===== src/rtl/io_stim_sequencer.sv =====
// io_stim_sequencer: on-board stimulus player that stands in for physical
// switches during CPU self-test. A table of {pattern, dwell} entries is
// written while idle. A start pulse emits a CPU reset pulse and then plays
// the table in order, either once or looping.
// Ports:
//   clock, fpga_rst                  - clock, synchronous active-high reset
//   wr_en/wr_addr/wr_pattern/wr_dwell - table entry write (ignored while busy)
//   len_wr/len_data                  - step count load, clamped to DEPTH
//   start/stop/loop_mode             - playback control
//   sw_out, cpu_rst                  - switch vector and CPU reset pulse
//   busy, done                       - playback status
//   step_idx, step_strobe            - current step and first-cycle strobe
module io_stim_sequencer #(
    parameter int unsigned SW_WIDTH   = 24,
    parameter int unsigned DEPTH      = 16,
    parameter int unsigned DWELL_W    = 16,
    parameter int unsigned RST_CYCLES = 4
) (
    input  logic                       clock,
    input  logic                       fpga_rst,
    input  logic                       wr_en,
    input  logic [$clog2(DEPTH)-1:0]   wr_addr,
    input  logic [SW_WIDTH-1:0]        wr_pattern,
    input  logic [DWELL_W-1:0]         wr_dwell,
    input  logic                       len_wr,
    input  logic [$clog2(DEPTH):0]     len_data,
    input  logic                       start,
    input  logic                       stop,
    input  logic                       loop_mode,
    output logic [SW_WIDTH-1:0]        sw_out,
    output logic                       cpu_rst,
    output logic                       busy,
    output logic                       done,
    output logic [$clog2(DEPTH)-1:0]   step_idx,
    output logic                       step_strobe
);

    localparam int unsigned AW = $clog2(DEPTH);
    localparam int unsigned CW = AW + 1;
    localparam int unsigned RW = $clog2(RST_CYCLES + 1);
    localparam logic [CW-1:0] DEPTH_L = CW'(DEPTH);

    typedef enum logic [1:0] {
        ST_IDLE, ST_RST_PULSE, ST_PLAY, ST_DONE
    } state_e;

    state_e state_q, state_d;

    logic [SW_WIDTH-1:0] pat_mem   [DEPTH];
    logic [DWELL_W-1:0]  dwell_mem [DEPTH];

    logic [RW-1:0]       rst_cnt_q,   rst_cnt_d;
    logic [DWELL_W-1:0]  dwell_cnt_q, dwell_cnt_d;
    logic                loop_q,      loop_d;
    logic [CW-1:0]       num_steps_q;
    logic [SW_WIDTH-1:0] sw_out_q,    sw_out_d;
    logic                cpu_rst_q,   cpu_rst_d;
    logic                busy_q,      busy_d;
    logic                done_q,      done_d;
    logic [AW-1:0]       step_idx_q,  step_idx_d;
    logic                step_strobe_q, step_strobe_d;

    logic                go_c, rst_last_c, step_end_c, last_step_c;
    logic                load_step;
    logic [AW-1:0]       load_idx;

    assign go_c        = start && (num_steps_q != '0);
    assign rst_last_c  = (rst_cnt_q == RW'(RST_CYCLES - 1));
    assign step_end_c  = (dwell_cnt_q == '0);
    assign last_step_c = ({1'b0, step_idx_q} == (num_steps_q - CW'(1)));

    // Table storage; not cleared by reset, frozen while playing.
    always_ff @(posedge clock) begin
        if (wr_en && !busy_q) begin
            pat_mem[wr_addr]   <= wr_pattern;
            dwell_mem[wr_addr] <= wr_dwell;
        end
    end

    // State register.
    always_ff @(posedge clock) begin
        if (fpga_rst) state_q <= ST_IDLE;
        else          state_q <= state_d;
    end

    // Next-state logic; stop overrides every transition.
    always_comb begin
        state_d = state_q;
        unique case (state_q)
            ST_IDLE, ST_DONE: if (go_c) state_d = ST_RST_PULSE;
            ST_RST_PULSE:     if (rst_last_c) state_d = ST_PLAY;
            ST_PLAY:          if (step_end_c && last_step_c && !loop_q) state_d = ST_DONE;
            default:          state_d = ST_IDLE;
        endcase
        if (stop) state_d = ST_IDLE;
    end

    // Output / datapath next values; every output is registered.
    always_comb begin
        rst_cnt_d     = rst_cnt_q;
        dwell_cnt_d   = dwell_cnt_q;
        loop_d        = loop_q;
        sw_out_d      = sw_out_q;
        cpu_rst_d     = cpu_rst_q;
        busy_d        = busy_q;
        done_d        = done_q;
        step_idx_d    = step_idx_q;
        step_strobe_d = 1'b0;
        load_step     = 1'b0;
        load_idx      = '0;

        unique case (state_q)
            ST_IDLE, ST_DONE: begin
                if (go_c) begin
                    cpu_rst_d  = 1'b1;
                    sw_out_d   = '0;
                    busy_d     = 1'b1;
                    done_d     = 1'b0;
                    step_idx_d = '0;
                    rst_cnt_d  = '0;
                    loop_d     = loop_mode;
                end
            end
            ST_RST_PULSE: begin
                if (rst_last_c) begin
                    cpu_rst_d = 1'b0;
                    load_step = 1'b1;
                end else begin
                    rst_cnt_d = rst_cnt_q + RW'(1);
                end
            end
            ST_PLAY: begin
                if (step_end_c) begin
                    if (!last_step_c) begin
                        load_step = 1'b1;
                        load_idx  = step_idx_q + AW'(1);
                    end else if (loop_q) begin
                        load_step = 1'b1;
                    end else begin
                        done_d = 1'b1;
                        busy_d = 1'b0;
                    end
                end else begin
                    dwell_cnt_d = dwell_cnt_q - DWELL_W'(1);
                end
            end
            default: ;
        endcase

        // Counter holds remaining cycles after the first; dwell 0 acts as 1.
        if (load_step) begin
            step_idx_d    = load_idx;
            sw_out_d      = pat_mem[load_idx];
            step_strobe_d = 1'b1;
            dwell_cnt_d   = (dwell_mem[load_idx] == '0) ? '0
                                                         : dwell_mem[load_idx] - DWELL_W'(1);
        end

        if (stop) begin
            sw_out_d      = '0;
            cpu_rst_d     = 1'b0;
            busy_d        = 1'b0;
            done_d        = 1'b0;
            step_idx_d    = '0;
            step_strobe_d = 1'b0;
        end
    end

    // Datapath and output registers.
    always_ff @(posedge clock) begin
        if (fpga_rst) begin
            rst_cnt_q     <= '0;
            dwell_cnt_q   <= '0;
            loop_q        <= 1'b0;
            num_steps_q   <= '0;
            sw_out_q      <= '0;
            cpu_rst_q     <= 1'b0;
            busy_q        <= 1'b0;
            done_q        <= 1'b0;
            step_idx_q    <= '0;
            step_strobe_q <= 1'b0;
        end else begin
            rst_cnt_q     <= rst_cnt_d;
            dwell_cnt_q   <= dwell_cnt_d;
            loop_q        <= loop_d;
            sw_out_q      <= sw_out_d;
            cpu_rst_q     <= cpu_rst_d;
            busy_q        <= busy_d;
            done_q        <= done_d;
            step_idx_q    <= step_idx_d;
            step_strobe_q <= step_strobe_d;
            if (len_wr && !busy_q)
                num_steps_q <= (len_data > DEPTH_L) ? DEPTH_L : len_data;
        end
    end

    assign sw_out      = sw_out_q;
    assign cpu_rst     = cpu_rst_q;
    assign busy        = busy_q;
    assign done        = done_q;
    assign step_idx    = step_idx_q;
    assign step_strobe = step_strobe_q;

endmodule


===== config.mk =====
export PLATFORM = sky130hd
export DESIGN_NAME = io_stim_sequencer
export DESIGN_NICKNAME = d
export VERILOG_FILES = /design/src/rtl/io_stim_sequencer.sv
export SDC_FILE = /design/constraint.sdc
export NUM_CORES = 1
export LEC_CHECK = 0
export CAP_MARGIN = 20
export CORE_MARGIN = 2
export CORE_UTILIZATION = 30
export DETAILED_ROUTE_END_ITERATION = 6
export HOLD_SLACK_MARGIN = 0.08
export PLACE_DENSITY = 0.53
export SLEW_MARGIN = 25
export SYNTH_ARGS = -nofsm -noshare
export SYNTH_HDL_FRONTEND = slang
export SYNTH_SLANG_ARGS = --single-unit

===== constraint.sdc =====
create_clock -name clock -period 9.9 [get_ports clock]
set_clock_uncertainty 0.1 [all_clocks]
set_input_delay 1.485 -clock clock [delete_from_list [all_inputs] [get_ports clock]]
set_output_delay 1.485 -clock clock [all_outputs]
set_load 0.01 [all_outputs]

After elaboration in Yosys (flattened, before gate mapping)
Memory sizes are Yosys's and may differ from the RTL's.
Index checks and enable logic that the tools add are counted.
- order comparisons: 1
- reduce and logical (&&, ||, !) cells: 25
- mux-type cells: 41
- equal/unequal tests: 13
- shift-type cells: 0
- multiply operators: 0
- bitwise logic cells: 0
- add/sub/neg operators: 5
- divide/modulo/power cells: 0
- operators by type and width (cell ; count):
    $mux W24 ; 3
    $mux W16 ; 4
    $logic_not A16 Y1 ; 2
    $sub A16 B1 Y16 const B ; 2
    $mux W4 ; 6
    $mux W1 ; 16
    $ne A2 B2 Y1 const B ; 7
    $reduce_bool A2 Y1 ; 5
    $reduce_and A3 Y1 ; 3
    $pmux W1 S2 ; 4
    $mux W2 ; 3
    $mux W3 ; 2
    $pmux W2 S3 ; 1
    $pmux W3 S2 ; 1
    $reduce_and A2 Y1 ; 3
    $eq A4 B5 Y1 ; 1
    $gt A5 B5 Y1 const B ; 1
    $logic_and A1 B1 Y1 ; 5
    $mux W5 ; 1
    $reduce_and A5 Y1 ; 1
    $reduce_bool A5 Y1 ; 1
    $sub A5 B1 Y5 const B ; 1
    $add A4 B1 Y4 const B ; 1
    $eq A2 B2 Y1 const B ; 2
    other kinds (7) ; 9
- output and inout port bits: 32
- input port bits: 56
- latch bits: 0
- word-level logic and storage cells: 98
- ROM bits: 0
- memories kept: 2
- bits in writable memories: 640
- register bits after elaboration: 59
- memory list (memory ; depth ; bits a word ; read ports ; clocked after memory_dff ; wr ports ; line ; text):
    pat_mem ; 16 ; 24 ; 1 ; 0 ; 1 ; 49 ; logic [SW_WIDTH-1:0] pat_mem [DEPTH];
    dwell_mem ; 16 ; 16 ; 1 ; 0 ; 1 ; 50 ; logic [DWELL_W-1:0] dwell_mem [DEPTH];

Logic depth before layout (Yosys ltp)
Gate-level depths: netlist (run 1).
An unclocked memory read counts as a cell.
- depth after elaboration: 9
- gate-level depth with buffers: 20

Worst setup path before layout (run 1)
Ideal clock, no wire load.
- kind: input port to flip-flop
- from: input port wr_en
- to: memory dwell_mem[0][0], enable pin
- setup slack: 4647 ps
- library setup time: 487 ps
- required time: 9313 ps
- arrival time: 4666 ps
- cell stages on the path: 3
- path buffers: 0
- cells stage by stage: nand2b_1 > or3_1 > nor3_1
- cells in the longest elaborated chain, start to end: 3
- ends and longest elaborated chain (what ; line ; text):
    from (decl) ; 21 ; input logic wr_en,
    $logic_and A1 B1 Y1 ; 74 ; if (wr_en && !busy_q) begin
    $mux W1 ; 74 ;
    $mux W1 (not written as such) ; 76 ; dwell_mem[wr_addr] <= wr_dwell;
    to (decl) ; 50 ;
Every way passes these cells.

Worst setup path in the final report (run 1)
- from: register state_q[0]
- to: register sw_out_q[2], in the netlist sw_out[2]
- cells in the longest elaborated chain, start to end: 4
- elaborated cells between the ends (all ways): 12
- classes of those cells: eq/ne: 3; mux: 3; reduce/logical: 5; memory: 1
- ends and longest elaborated chain (what ; line ; text):
    from (decl) ; 47 ; state_e state_q, state_d;
    from (signal assigned) ; 83 ; else state_q <= state_d;
    $eq A2 B2 Y1 (tied with other cells) ; 112 ; unique case (state_q)
    $mux W4 (tied with other cells) ; 112 ;
    $mem_v2 Z16 W24 or $reduce_bool A2 Y1 (tied branches) ; - ;
    $mux W24 or $reduce_and A2 Y1 (tied branches) ; - ;
    to (signal assigned) ; 186 ; sw_out_q <= sw_out_d;
    to (decl) ; 56 ; logic [SW_WIDTH-1:0] sw_out_q, sw_out_d;
Parallel ways exist; a longest one is shown, timed or not.
A chain may end at the register's enable or synchronous reset.

==> results of run 1 <==
==> per-stage QoR <==
stage	util	instance area [µm²]	setup slack (ps)	std cells	hold WS, ps
floorplan	-	29100	4650	2310	345
global placement	0.326	31500	4310	3575	361
detailed placement	0.326	31500	4220	3575	362
CTS	0.349	33600	4210	3704	373
global route	0.349	33600	4130	3705	391
finish	0.349	33600	4480	3706	370
==> worst min-delay path by stage <==
stage	start	end	slack, ps	cells past startpoint
6_report	sw_out[5]$_SDFFE_PP0P_	sw_out[5]$_SDFFE_PP0P_	370	2
5_1_grt	sw_out[5]$_SDFFE_PP0P_	sw_out[5]$_SDFFE_PP0P_	390	2
4_1_cts	sw_out[21]$_SDFFE_PP0P_	sw_out[21]$_SDFFE_PP0P_	370	2
3_5_place_dp	sw_out[21]$_SDFFE_PP0P_	sw_out[21]$_SDFFE_PP0P_	360	2
3_3_place_gp	sw_out[1]$_SDFFE_PP0P_	sw_out[1]$_SDFFE_PP0P_	360	2
2_1_floorplan	num_steps_q[1]$_SDFFE_PP0P_	num_steps_q[1]$_SDFFE_PP0P_	350	2
==> synthesized netlist by cell type (8+ instances only) <==
cell type,count
nor2_1,78
a211oi_1,11
nand2b_1,9
o211ai_1,31
a221oi_1,8
xnor2_1,12
dfxtp_1,59
a31oi_1,8
edfxtp_1,640
nor4_1,10
nor2b_1,10
and2_1,8
mux2i_1,36
a22oi_1,10
inv_1,17
o21ai_0,67
a21oi_1,80
nor3_1,31
mux2_2,10
mux4_2,9
nand3_1,347
buf_6,10
buf_1,25
o22ai_1,10
nand4_1,11
xor2_1,11
nand2_1,489
buf_2,20
ha_1,9
clkbuf_1,84
==> worst max-delay path, delay by kind of cell, from the launching register on <==
family | cells | cell delay, ps
AND/OR/NAND/NOR | 7 | 2210
buffers and inverters | 4 | 2090
flip-flops | 1 | 340
AO/OA/AOI/OAI | 2 | 300
adder cells (fa/ha/maj) | 1 | 130
==> flip-flops by register name, indices dropped and copies added, names as in the netlist <==
register     count
sw_out          24
step_strobe      1
rst_cnt_q        3
num_steps_q      5
done             1
step_idx         4
dwell_mem      256
state_q          2
cpu_rst          1
pat_mem        384
loop_q           1
busy             1
dwell_cnt_q     16
==> metal layers <==
layer | up-vias | track usage
li1 | 8703 | -
met1 | 9903 | 0.254
met2 | 912 | 0.287
met3 | 173 | 0.0338
met4 | 4 | 0.0562
met5 | - | 0
==> final cells by class <==
class,count,area (µm²)
Fill cell,9485,62800
Sequential cell,699,20400
Clock inverter,26,170
Antenna cell,2,5.00
Tap cell,1276,1600
Multi-Input combinational cell,1451,8190
Timing Repair Buffer,131,1210
Inverter,18,67.6
Clock buffer,103,1990
==> logic make-up (layout without fill, tap and decap cells) <==
kind of cell,Yosys count,count (layout),synth area share
and+or+nand+nor,1052,1052,0.168
buffers and inverters,160,278,0.0245
AOI/OAI and AO/OA,311,311,0.0725
other,0,2,0
muxes,55,55,0.0232
xor gates and xnor gates,24,24,0.00748
adders and majority gates,9,9,0.00387
DFF,699,699,0.701
==> report_power, final <==
group,total [mW],switching (mW),internal (mW),leakage [nW]
Sequential,3.27,0.00946,3.26,6.26
Clock,2.55,1.12,1.43,1.06
Combinational,0.171,0.125,0.0456,3.52
Total,5.99,1.26,4.73,10.8
==> flow_summary.json, run 1 <==
{
  "outcome": "finished with violations",
  "violations": "DRC",
  "port_buffers": 87,
  "final-hold-violation-count": 0,
  "synth.distinct_cells": 93,
  "rows": 114,
  "finalSetupViolCount": 0,
  "start_util": 0.302,
  "arrival_ps": 5860,
  "critical_path_required_ps": 10350,
  "drt-pass1-iter-count": 7,
  "grt_overflow_total": 0,
  "viasPerCell": 5.31,
  "antenna_left": 0,
  "synthTopCellsByArea": "edfxtp_1, nand2_1, nand3_1",
  "tns_ps": 0,
  "antenna_found_initial": 6,
  "slowest_stage": "buf_4",
  "final_cell_mix": "edfxtp_1, nand2_1, nand3_1, clkdlybuf4s50_1, a21oi_1",
  "vias": 19700,
  "die-area_um2": 99500,
  "r2r-start": "state_q[0]$_SDFFE_PP0P_",
  "cp-startpoint": "state_q[0]$_SDFFE_PP0P_",
  "io_pins": 88,
  "clock_sinks": 699,
  "critical_path_class": "register to register",
  "num-nets-final": 2438,
  "start_kind": "register",
  "wl_met3_mm": 7.44,
  "gp_congestion": 0.859,
  "min_period_ps": 5420,
  "clock_latency_ps": 620,
  "drv_slew": 0,
  "synth.cell_area_um2": 29100,
  "end_kind": "register",
  "fp.dieH_um": 315,
  "r2r-end": "sw_out[2]$_SDFFE_PP0P_",
  "area_growth_pct": 15.5,
  "synth_flop_cell": "edfxtp_1",
  "endpoint": "sw_out[2]$_SDFFE_PP0P_",
  "cts_buffer_depth": 3,
  "period_share": 0.547,
  "yosys_warnings": 0,
  "grt_max_degree": 93,
  "drtIter0Drc": 2174,
  "synth-seq-cells": 699,
  "cts_tree": "built",
  "rsz0062_at_grt": "no",
  "met2_length_mm": 41.6,
  "finalPower_mw": 5.99,
  "cts_root_buf": "clkbuf_16",
  "final_layout_size_suffix_gt1_frac": 0.0939,
  "ctsResizeCount": 0,
  "hpwl_mm": 45.9,
  "syn_avg_cell_area_um2": 12.6,
  "p_leak_nw": 10.8,
  "drv_cap": 0,
  "grt_pass1_wl_mm": 133,
  "detail_route.wl_per_cell_um": 24.7,
  "post-cts-setup-buffers": 0,
  "syn_inst": 2310,
  "h-tree-depth": 3,
  "grtUsageTotal": 0.182,
  "synth_top_area_frac": 0.660,
  "crit_chain": "inv_1 -> ha_1 -> buf_4 -> nor2b_2 -> nand2_1 -> nor2_4 -> buf_4 -> buf_4 -> nand2_1 -> nand3_1 -> nand3_1 -> nand3_1 -> o211ai_1 -> a21oi_1",
  "hold_class": "register to register",
  "cts_hold_buf": 0,
  "syn_nets": 2375,
  "synth_area_leader_cell": "edfxtp_1",
  "drc": 3,
  "wl_met1_mm": 39.6,
  "path_max_fanout": 92,
  "wl_mm": 91.5,
  "async_flop_share": 0,
  "power.density_nw_per_um2": 178,
  "reg2regPathDepth": 14,
  "cts_buffers": 72,
  "core_area_um2": 96400,
  "relSlewSlack": 0.283,
  "rrSetupSlack_ps": 4480,
  "vdd_drop_max_uv": 143,
  "mostFrequentLayoutCell": "edfxtp_1",
  "clkSlewWorstSetupHoldPaths_ps": 60,
  "cpPeakStageDelay_ps": 860,
  "maxUsedRoutingLayer": "met5",
  "synth_edf_count": 640,
  "grt_pass1_vias": 19100,
  "worst_pin_slew_ps": 1080,
  "dieWidth_um": 315,
  "synth_seq_area_share": 0.701,
  "clock.fmax_mhz": 185
}
Note: power is estimated with default switching activity, not from simulation.
==> inputs of run 2 (changes only) <==
Settings changed: PLACE_DENSITY 0.53 to 0.54.
Clock period 9.9 ns to 4.51 ns, I/O delays scaled along.
==> run 2 against run 1 <==
- design area increased by 2.5%
- via count rose by 0.28%
- largest cell class unchanged
- register-to-register slack got worse by 4200 ps
- the run now ends clean
- critical path type unchanged
- wire length increased by 0.32%
- sequential share of layout area decreased by 1.5 points
- final cell count is 1.4% higher
- sequential power increased by 120%
- hold slack better by 5.6 ps
- total power grew 130%
- first-iteration DRC count down 5.8%
==> flow_summary.json, run 2 (synthesis gave the netlist of run 1 again) <==
{
  "dp_cells": 3616,
  "start_util": 0.302,
  "outcome": "finished clean",
  "start_kind": "register",
  "port_buffers": 87,
  "grt_pass1_wl_mm": 134,
  "drtIter0Drc": 2047,
  "die-area_um2": 99500,
  "hold_class": "register to register",
  "dieWidth_um": 315,
  "clock.fmax_mhz": 236,
  "critical_path_class": "register to register",
  "mostFrequentLayoutCell": "edfxtp_1",
  "cts_tree": "built",
  "hold-path-cell-count": 2,
  "r2r-end": "dwell_cnt_q[3]$_SDFFE_PP0P_",
  "vdd_drop_max_uv": 287,
  "num-nets-final": 2486,
  "grt_max_degree": 106,
  "drc": 0,
  "largest_reg_flops": 384,
  "power.density_nw_per_um2": 397,
  "clkSlewWorstSetupHoldPaths_ps": 60,
  "min_from": "sw_out[7]$_SDFFE_PP0P_",
  "vias": 19800,
  "drv_cap": 0,
  "rows": 114,
  "reg2regPathDepth": 18,
  "period_share": 0.938,
  "grt_pass1_vias": 19400,
  "viasPerCell": 5.26,
  "largest_register": "pat_mem",
  "r2r-start": "num_steps_q[0]$_SDFFE_PP0P_",
  "hpwl_mm": 50.5,
  "io_pins": 88,
  "clock_latency_ps": 650,
  "cp-startpoint": "num_steps_q[0]$_SDFFE_PP0P_",
  "rsz0062_at_grt": "no",
  "wl_mm": 91.8,
  "path_max_fanout": 27,
  "end_kind": "register",
  "gp_congestion": 0.934,
  "cts_root_buf": "clkbuf_16",
  "ctsResizeCount": 0,
  "rrSetupSlack_ps": 280,
  "final_layout_size_suffix_gt1_frac": 0.119,
  "drt-pass1-iter-count": 6,
  "grt_overflow_total": 0,
  "antenna_found_initial": 3,
  "finalPower_mw": 13.7,
  "worst_pin_slew_ps": 996,
  "n_fill_cell": 9375,
  "fp.dieH_um": 315,
  "arrival_ps": 4690,
  "tns_ps": 0,
  "fin_cells": 3758,
  "core_area_um2": 96400,
  "grtUsageTotal": 0.183,
  "cts_buffer_depth": 3,
  "hold_end": "sw_out[7]$_SDFFE_PP0P_",
  "area_growth_pct": 18.4,
  "final-hold-violation-count": 0,
  "h-tree-depth": 3,
  "cts_buffers": 75,
  "critical_path_required_ps": 4970,
  "antenna_left": 0,
  "drv_slew": 0,
  "clock_sinks": 699,
  "detail_route.wl_per_cell_um": 24.4,
  "min_period_ps": 4230,
  "relSlewSlack": 0.336,
  "final_cell_mix": "edfxtp_1, nand2_1, nand3_1, clkdlybuf4s50_1, a21oi_1",
  "p_leak_nw": 11.2,
  "finalSetupViolCount": 0
}
## run 2: cell types whose count changed in the layout (fill, tap and decap cells not counted), sizes merged
cell,before,now
buf,44,89
bufinv,1,4
clkbuf,103,102
clkinv,22,27
clkinvlp,0,3
diode,2,1
inv,21,19
## run 2: area by class of cell
| type | instances | area [µm²] | area share |
|---|---|---|---|
| Sequential cell | 699 | 20400 | 0.592 |
| Clock inverter | 35 | 375 | 0.0109 |
| Inverter | 18 | 67.6 | 0.00196 |
| Multi-Input combinational cell | 1451 | 8180 | 0.237 |
| Tap cell | 1276 | 1600 | 0.0463 |
| Timing Repair Buffer | 176 | 1760 | 0.0512 |
| Antenna cell | 1 | 2.50 | 0.0000726 |
| Clock buffer | 102 | 2080 | 0.0603 |
## run 2: through the flow
step	setup slack [ps]	hold WS (ps)	cell area [µm²]	util
final	278	375	34500	0.357
after global routing	43.2	394	34500	0.357
after CTS	147	375	34400	0.357
after detailed placement	186	363	32000	0.332
after global placement	185	363	32000	0.332
after floorplan	65.0	345	29100	-
## run 2: repair_timing
| action | CTS | global route |
|---|---|---|
| endpoints found under the setup margin | 0 | 13 |
| hold buffers | 0 | 0 |
| hold endpoints to repair | 0 | 0 |
| setup buffers | 0 | 4 |
## run 2: worst max path at each step
stage	end	slack (ps)	cells past startpoint
5_1_grt	dwell_cnt_q[15]$_SDFFE_PP0P_	40	14
3_5_place_dp	dwell_cnt_q[11]$_SDFFE_PP0P_	190	17
2_1_floorplan	dwell_mem[0][0]$_DFFE_PP_	70	3
3_3_place_gp	dwell_cnt_q[6]$_SDFFE_PP0P_	190	16
4_1_cts	dwell_cnt_q[11]$_SDFFE_PP0P_	150	17
6_report	dwell_cnt_q[3]$_SDFFE_PP0P_	280	18
## run 2: report_power, final
| part | leakage [nW] | internal (mW) | switching (mW) |
|---|---|---|---|
| combinational | 3.79 | 0.107 | 0.276 |
| clock | 1.20 | 3.50 | 2.63 |
| sequential | 6.26 | 7.15 | 0.0214 |
| total | 11.2 | 10.8 | 2.92 |
## run 2: per-layer routing
metal	vias to the layer above	part of all wire	wire length, µm	GRT usage
li1	8808	-	-	-
met1	9991	0.43	39300	0.252
met2	796	0.47	43400	0.296
met3	149	0.072	6580	0.0307
met4	6	0.027	2490	0.0544
met5	-	0.00045	41	0
## run 2: critical path, cell delays in order, from the launching register on
cell and delay [ps]:
dfxtp_1 390, inv_1 60, ha_1 260, o21ba_1 200, a221o_1 410, a211o_1 370, buf_4 270, a21boi_0 310
a21oi_1 100, a21oi_1 210, inv_1 80, ha_1 220, a21boi_2 180, nand4bb_4 150, nor4b_4 70, a31oi_4 370
buf_12 180, a21oi_2 50, nor3_2 160
==> inputs of run 3 (changes only) <==
Settings changed: CAP_MARGIN 20 to unset, CTS_CLUSTER_SIZE set to 20.
==> run 3 against run 2 <==
- combinational power about the same
- wire length increased by 0.18%
- utilization about the same
- non-clock buffer count unchanged
- maximum frequency increased by 0.17%
- design area about the same
- flip-flop and latch count unchanged
- via count increased by 0.14%
==> flow_summary.json, run 3 (synthesis gave the netlist of run 1 again) <==
{
  "die-area_um2": 99500,
  "grt_overflow_total": 0,
  "p_seq_frac": 0.524,
  "mostFrequentLayoutCell": "edfxtp_1",
  "antenna_left": 0,
  "drt-pass1-iter-count": 6,
  "tns_ps": 0,
  "min_from": "sw_out[7]$_SDFFE_PP0P_",
  "cts_tree": "built",
  "h-tree-depth": 3,
  "hold-path-cell-count": 2,
  "r2r-start": "num_steps_q[0]$_SDFFE_PP0P_",
  "drc": 0,
  "grt_pass1_wl_mm": 134,
  "relSlewSlack": 0.329,
  "grt_max_degree": 106,
  "clock_sinks": 699,
  "dp_cells": 3616,
  "critical_path_required_ps": 4970,
  "detail_route.wl_per_cell_um": 24.5,
  "cts_buffers": 75,
  "drtIter0Drc": 2137,
  "p_switching_mw": 2.92,
  "share_comb_of_total_power": 0.028,
  "start_kind": "register",
  "seq_area_um2": 20400,
  "min_period_ps": 4220,
  "io_pins": 88,
  "period_share": 0.937,
  "critical_path_class": "register to register",
  "switching_share": 0.214,
  "rrSetupSlack_ps": 290,
  "area_growth_pct": 18.4,
  "hold_class": "register to register",
  "fp.dieH_um": 315,
  "cts_buffer_depth": 3,
  "num-nets-final": 2486,
  "final_cell_mix": "edfxtp_1, nand2_1, nand3_1, clkdlybuf4s50_1, a21oi_1",
  "vdd_drop_max_uv": 287,
  "reg2regPathDepth": 18,
  "n_fill_cell": 9377,
  "rsz0062_at_grt": "no",
  "gp_congestion": 0.934,
  "internal_power_mw": 10.8,
  "power.density_nw_per_um2": 397,
  "core_area_um2": 96400,
  "r2r-end": "dwell_cnt_q[3]$_SDFFE_PP0P_",
  "clockPowerShare": 0.448,
  "grtUsageTotal": 0.183,
  "finalPower_mw": 13.7,
  "worst_pin_slew_ps": 1010,
  "hpwl_mm": 50.5,
  "outcome": "finished clean",
  "arrival_ps": 4680,
  "grt_pass1_vias": 19400,
  "dieWidth_um": 315,
  "path_max_fanout": 27,
  "antenna_found_initial": 3,
  "cts_root_buf": "clkbuf_16",
  "finalSetupViolCount": 0,
  "end_kind": "register",
  "drv_slew": 0,
  "hold_end": "sw_out[7]$_SDFFE_PP0P_",
  "port_buffers": 87,
  "fin_cells": 3757,
  "largest_reg_flops": 384,
  "final_layout_size_suffix_gt1_frac": 0.119,
  "p_leak_nw": 11.2,
  "cts_hold_buf": 0,
  "viasPerCell": 5.26,
  "n_antenna_cell": 0,
  "clock.fmax_mhz": 237,
  "vias": 19800,
  "multi_input_area_um2": 8180,
  "final-hold-violation-count": 0,
  "clkSlewWorstSetupHoldPaths_ps": 60,
  "wl_mm": 91.9,
  "drv_cap": 0,
  "start_util": 0.302,
  "clock_latency_ps": 650,
  "rows": 114,
  "largest_register": "pat_mem"
}
[run 3: cell types whose count changed in the layout (fill, tap and decap cells not counted)]
cell / before / now
diode_2: 1 / 0
[run 3: critical path, stage by stage, from the launching register on]
cell       delay [ps]
dfxtp_1           390
inv_1              60
ha_1              260
o21ba_1           190
a221o_1           410
a211o_1           370
buf_4             270
a21boi_0          320
a21oi_1            90
a21oi_1           200
inv_1              70
ha_1              220
a21boi_2          190
nand4bb_4         140
nor4b_4            70
a31oi_4           370
buf_12            180
a21oi_2            50
nor3_2            160
[run 3: metal layers]
metal,global-route usage,share of wire,up-vias
li1,-,-,8808
met1,0.253,0.43,10000
met2,0.296,0.47,801
met3,0.0308,0.073,150
met4,0.0541,0.027,6
met5,0,0.00045,-
[run 3: worst max-delay path by stage]
| stage | start | endpoint | cells after the start |
|---|---|---|---|
| 2_1_floorplan | wr_en | dwell_mem[0][0]$_DFFE_PP_ | 3 |
| 6_report | num_steps_q[0]$_SDFFE_PP0P_ | dwell_cnt_q[3]$_SDFFE_PP0P_ | 18 |
| 3_5_place_dp | num_steps_q[0]$_SDFFE_PP0P_ | dwell_cnt_q[11]$_SDFFE_PP0P_ | 17 |
| 3_3_place_gp | num_steps_q[0]$_SDFFE_PP0P_ | dwell_cnt_q[6]$_SDFFE_PP0P_ | 16 |
| 5_1_grt | num_steps_q[0]$_SDFFE_PP0P_ | dwell_cnt_q[15]$_SDFFE_PP0P_ | 14 |
| 4_1_cts | num_steps_q[0]$_SDFFE_PP0P_ | dwell_cnt_q[11]$_SDFFE_PP0P_ | 17 |
[run 3: area by class of cell]
class / instances / area share
sequential: 699 / 0.592
tap: 1276 / 0.0463
clock inverter: 35 / 0.0109
timing repair buffer: 176 / 0.0512
clock buffer: 102 / 0.0603
inverter: 18 / 0.00196
multi-input combinational: 1451 / 0.237
[run 3: timing repair]
item	4_1_cts	5_1_grt
setup endpoints to repair	0	13
setup buffers	0	4
gates resized for setup	0	0
[run 3: metrics by stage]
step                 util  worst slack [ps]  hold slack, ps  instance area [µm²]
floorplan               -              65.0             345                29100
global placement    0.332               185             363                32000
detailed placement  0.332               186             363                32000
CTS                 0.357               147             375                34400
global route        0.357              43.2             394                34500
finish              0.357               286             374                34500
[run 3: power groups by stage]
stage,combinational [mW],clock [mW],sequential [mW]
floorplan,0.142,0,7.31
global placement,0.375,0,7.31
detailed placement,0.384,0,7.31
global route,0.417,6.47,7.18
finish,0.383,6.13,7.17
CTS,0.386,6.24,7.17
